<file path="config.mk">
export PLATFORM = sky130hd
export DESIGN_NAME = pq_arbiter
export DESIGN_NICKNAME = d
export VERILOG_FILES = /design/src/rtl/pq_pkg.sv /design/src/rtl/rr_arb2.sv /design/src/rtl/pq_arbiter.sv
export SDC_FILE = /design/constraint.sdc
export NUM_CORES = 1
export LEC_CHECK = 0
export BUFFER_PORTS_ARGS = -buffer_cell sky130_fd_sc_hd__buf_2
export CORE_ASPECT_RATIO = 1.5
export CORE_MARGIN = 5
export CORE_UTILIZATION = 44
export DETAILED_ROUTE_END_ITERATION = 16
export PLACE_DENSITY = 0.71
export SLEW_MARGIN = 20
export SYNTH_ARGS = -nofsm -noshare
export SYNTH_HDL_FRONTEND = slang
export SYNTH_SLANG_ARGS = --single-unit
</file>
<file path="constraint.sdc">
create_clock -name clk -period 3 [get_ports clk]
set_input_delay 0.15 -clock clk [delete_from_list [all_inputs] [get_ports clk]]
set_output_delay 0.15 -clock clk [all_outputs]
set_load 0.05 [all_outputs]
</file>
<file path="src/rtl/pq_pkg.sv">
// Shared definitions for the priority-queue arbiter.
//   W_DEFAULT     : default data width of every value path
//   DEPTH_DEFAULT : default queue capacity in entries
//   state_t       : arbiter FSM states
package pq_pkg;

  localparam int W_DEFAULT     = 8;
  localparam int DEPTH_DEFAULT = 6;

  typedef enum logic [1:0] {
    IDLE,
    INS,
    POP,
    SETTLE
  } state_t;

endpackage

</file>
<file path="src/rtl/rr_arb2.sv">
// Two-way round-robin grant with its last-grant pointer.
//   clk, reset_L : clock, asynchronous active-low reset
//   req[1:0]     : request from producer 1 / producer 0
//   advance      : the grant presented on gnt is being taken this cycle
//   gnt[1:0]     : one-hot grant (combinational), zero when nobody requests
module rr_arb2 (
  input  logic       clk,
  input  logic       reset_L,
  input  logic [1:0] req,
  input  logic       advance,
  output logic [1:0] gnt
);

  // 1 = producer 1 was granted last; resets to 1 so producer 0 wins the first tie
  logic last_q;

  always_comb begin
    gnt = req;
    if (req == 2'b11) begin
      gnt = last_q ? 2'b01 : 2'b10;
    end
  end

  always_ff @(posedge clk or negedge reset_L) begin
    if (!reset_L) begin
      last_q <= 1'b1;
    end else if (advance) begin
      last_q <= gnt[1];
    end
  end

endmodule

</file>
<file path="src/rtl/pq_arbiter.sv">
// Arbitrates two producers and one consumer onto an external priority queue.
// Each operation is IDLE (accept) -> INS/POP -> SETTLE; all outputs are registered,
// so a strobe appears the cycle after the state that decides it.
//   p0_*/p1_*          : producer offers (valid/data) and one-cycle accept pulses (ready)
//   c_req/c_valid/c_data/c_err : consumer removal request, result pulse, value, empty-error pulse
//   clear_req          : flush the queue from any state
//   q_val/q_ins/q_pop/q_clr/q_top : command interface to the queue storage
//   count/full/empty   : occupancy tracking
module pq_arbiter
  import pq_pkg::*;
#(
  parameter int W     = W_DEFAULT,
  parameter int DEPTH = DEPTH_DEFAULT
) (
  input  logic                       clk,
  input  logic                       reset_L,
  input  logic                       p0_valid,
  input  logic [W-1:0]               p0_data,
  input  logic                       p1_valid,
  input  logic [W-1:0]               p1_data,
  output logic                       p0_ready,
  output logic                       p1_ready,
  input  logic                       c_req,
  output logic                       c_valid,
  output logic [W-1:0]               c_data,
  output logic                       c_err,
  input  logic                       clear_req,
  output logic [W-1:0]               q_val,
  output logic                       q_ins,
  output logic                       q_pop,
  output logic                       q_clr,
  input  logic [W-1:0]               q_top,
  output logic [$clog2(DEPTH+1)-1:0] count,
  output logic                       full,
  output logic                       empty
);

  localparam int CW = $clog2(DEPTH+1);

  state_t         state_q, state_d;
  logic [CW-1:0]  count_d;
  logic [W-1:0]   q_val_d, c_data_d;
  logic           p0_ready_d, p1_ready_d, c_valid_d, c_err_d;
  logic           q_ins_d, q_pop_d, q_clr_d;
  logic [1:0]     gnt;
  logic           take;

  assign full  = (count == CW'(DEPTH));
  assign empty = (count == '0);

  rr_arb2 u_rr (
    .clk     (clk),
    .reset_L (reset_L),
    .req     ({p1_valid, p0_valid}),
    .advance (take),
    .gnt     (gnt)
  );

  always_comb begin
    state_d    = state_q;
    count_d    = count;
    q_val_d    = q_val;
    c_data_d   = c_data;
    p0_ready_d = 1'b0;
    p1_ready_d = 1'b0;
    c_valid_d  = 1'b0;
    c_err_d    = 1'b0;
    q_ins_d    = 1'b0;
    q_pop_d    = 1'b0;
    q_clr_d    = 1'b0;
    take       = 1'b0;

    if (clear_req) begin
      // Overrides every state: drops the in-flight strobe and c_valid
      q_clr_d = 1'b1;
      count_d = '0;
      state_d = IDLE;
    end else begin
      case (state_q)
        IDLE: begin
          if (c_req && !empty) begin
            state_d = POP;
          end else begin
            // A request on an empty queue errors but still lets a producer in
            c_err_d = c_req;
            if (!full && (gnt != 2'b00)) begin
              take    = 1'b1;
              state_d = INS;
              if (gnt[0]) begin
                p0_ready_d = 1'b1;
                q_val_d    = p0_data;
              end else begin
                p1_ready_d = 1'b1;
                q_val_d    = p1_data;
              end
            end
          end
        end
        INS: begin
          q_ins_d = 1'b1;
          count_d = count + CW'(1);
          state_d = SETTLE;
        end
        POP: begin
          c_data_d  = q_top;
          q_pop_d   = 1'b1;
          c_valid_d = 1'b1;
          count_d   = count - CW'(1);
          state_d   = SETTLE;
        end
        SETTLE: begin
          state_d = IDLE;
        end
        default: begin
          state_d = IDLE;
        end
      endcase
    end
  end

  always_ff @(posedge clk or negedge reset_L) begin
    if (!reset_L) begin
      state_q  <= IDLE;
      count    <= '0;
      q_val    <= '0;
      c_data   <= '0;
      p0_ready <= 1'b0;
      p1_ready <= 1'b0;
      c_valid  <= 1'b0;
      c_err    <= 1'b0;
      q_ins    <= 1'b0;
      q_pop    <= 1'b0;
      q_clr    <= 1'b0;
    end else begin
      state_q  <= state_d;
      count    <= count_d;
      q_val    <= q_val_d;
      c_data   <= c_data_d;
      p0_ready <= p0_ready_d;
      p1_ready <= p1_ready_d;
      c_valid  <= c_valid_d;
      c_err    <= c_err_d;
      q_ins    <= q_ins_d;
      q_pop    <= q_pop_d;
      q_clr    <= q_clr_d;
    end
  end

endmodule

</file>
==> metrics.txt <==
post-synth top area share=51.5%; Final period util=65.8%; Final Wtd Congestion=0.759; H-tree level count=1; post-layout util=58.3%; GRT overflow=0; Core Region=0.00288 mm2; FF-to-FF Start=count[1]; Worst Setup EP=q_val[1]; Slew headroom=43.7%; Combinational Power Share=58.0%; most common cell in the netlist=dfrtp_1; FP Rows=24; Area growth, synth to finish=28.2%; antenna cell count=0; final WL=2860 um; Slew @ Worst Pin=845 ps; clk_skew=3.28 ps; PwrDens=1190 mW/mm2; switching pwr=0.00106 W; CP Capture Type=flip-flop; #FFs+latches synth=28; vias in the first global route=1,067; internal reg-to-reg setup slack=1030 ps; Tot GR Track Use=14.5%; RSZ-0062 raised after global routing=no; Non-Filler Instances=209; crit path from=count[1]; status=complete, no violations; Net Sw Frac=52.6%; Int Power=0.000951 W; Cell Area, Synth=0.00131 mm2; Syn. warnings=0; DR vias/cell=4.93; post-synth top area cell=dfrtp_1; Post-synth top cells=27 x dfrtp_1, 17 x nor2_1, 10 x mux2i_1; IO Count=58; CTS tree=built; Final Hold Viols=0; sequential share of power=31.8%; reg2reg path depth=4; # resized after CTS=0; global-route wire length before repair=4510 um; Clk pwr share=10.2%; Distinct cells, synth=31; Hold WC Path Type=in -> reg; max frequency=507 MHz; Root Buffer=clkbuf_8; R2R Path End=q_val[1]; HPWL after DPL=2340 um; Mapped Nets=146; Cells after Synth=111; Max Slew Vio Count=0; static leakage=0.867 nW; Nets=206; ys async rst share=100%; CTS Buf Count=3; Fin Setup TNS=0 ps; VDD IR-drop max=0.000596 V; Worst Hold Slack=82.5 ps; main area contributors after synthesis=dfrtp_1 52%, mux2_2 7.7%, mux2i_1 7.6%; maximum clock insertion buffer count=2; register area share after synthesis=53.5%; Synth Flop Type=dfrtp_1; initial antenna violation count=0; Antenna Nets Post-Route=0; arrival time worst endpoint=2170 ps; CP Class=reg -> reg; Worst setup SP type=flip-flop; IO Port Bufs=57; Worst Path Required=3200 ps; initial core utilization=45.5%; Crit Path Max Fanout=16; Die Ht=76.9 um; Setup Viol. Count Final=0; max_cap viols=0; # DRC=0; initial DRC count=11; Skew-Pair Late Insertion Delay=270 ps; WL/cell=13.7 um; minimum clock period=1970 ps; Setup Slack @ Placement=997 ps; die area=0.00419 mm2; share of layout cells above drive strength 1=43.5%; DR vias=1,031; clock transition at the registers of the reported paths=90 ps; Post-synth EDFFs=0; TritonRoute pass-1 iters=4; DIE WIDTH=54.6 um; Mean Syn Cell Area=11.8 um2; pin count of the biggest net entering global routing=29; post-layout worst setup margin=1030 ps; dpl cells=204; Sink Count=28; FILL cells=261
==> what timing repair did <==
action                                  CTS  global route
endpoints found under the setup margin    0             0
endpoints found under the hold margin    27             0
hold buffers                              1             0
buffers inserted                          0             0
==> cell usage in the layout (no fill, tap or decap), drive strengths merged, types with 2 or more instances in the layout <==
cell type	n
a21oi	9
nor2	17
o21ai	4
nor2b	3
clkbuf	4
mux2	9
ha	4
mux2i	10
a31oi	2
and2	2
buf	58
dfrtp	27
inv	4
nand2	2
==> worst min path at each step <==
stage                   to  startpoint  cells past startpoint
2_1_floorplan    c_data[0]     reset_L                      0
3_5_place_dp     c_data[1]     reset_L                      1
3_3_place_gp     c_data[5]     reset_L                      1
4_1_cts        u_rr.last_q    p0_valid                      2
5_1_grt        u_rr.last_q    p0_valid                      2
6_report       u_rr.last_q    p0_valid                      2
==> layer usage <==
metal  part of all wire (%)  track usage, %  vias up  routed length [um]
li1                       -               -      500                   -
met1                     36            14.3      496                1020
met2                     55            26.7       31                1570
met3                    7.9            3.68        4                 227
met4                    1.4            5.99        0                  41
met5                      0               0        -                   0
==> cells by family after synthesis <==
kind of cell    share of synthesized area [%]
compound gates                           11.5
xor+xnor                                 1.34
fa+ha+maj                                5.34
buf+inv                                  3.15
flops                                    53.5
mux                                      15.4
simple gates                             9.73
==> flip-flops by register name, indices dropped and copies added (netlist names) <==
name	flops
c_data	8
q_val	8
count	3
state_q	2
c_err	1
p0_ready	1
p1_ready	1
q_clr	1
q_ins	1
q_pop	1
u_rr.last_q	1
==> per-stage QoR <==
step	total power (W)	cell area (um2)
final	0.00201	1680
after global routing	0.00214	1680
after CTS	0.00203	1680
after detailed placement	0.00182	1630
after global placement	0.00179	1630
after floorplan	0.00155	1310
==> final cells by class <==
class / instances / area, um2 / area share [%]
Sequential cell: 28 / 702 / 41.7
Multi-Input combinational cell: 75 / 568 / 33.8
Timing Repair Buffer: 59 / 303 / 18.0
Tap cell: 39 / 48.8 / 2.90
Clock buffer: 4 / 45.0 / 2.68
Inverter: 4 / 15.0 / 0.893
==> power by group through the flow <==
stage	registers [W]	logic (W)	clock network (W)
floorplan	0.00113	0.000419	0
global placement	0.000638	0.00115	0
detailed placement	0.000648	0.00117	0
CTS	0.000640	0.00118	0.000213
global route	0.000660	0.00125	0.000230
finish	0.000638	0.00116	0.000205
==> worst max-delay path, cell delays in order (launching register included) <==
cell,delay (ps)
dfrtp_1,500
o31a_1,390
a2111oi_4,760
nor2_1,100
a21oi_1,150
Note: power is estimated with default switching activity, not from simulation.
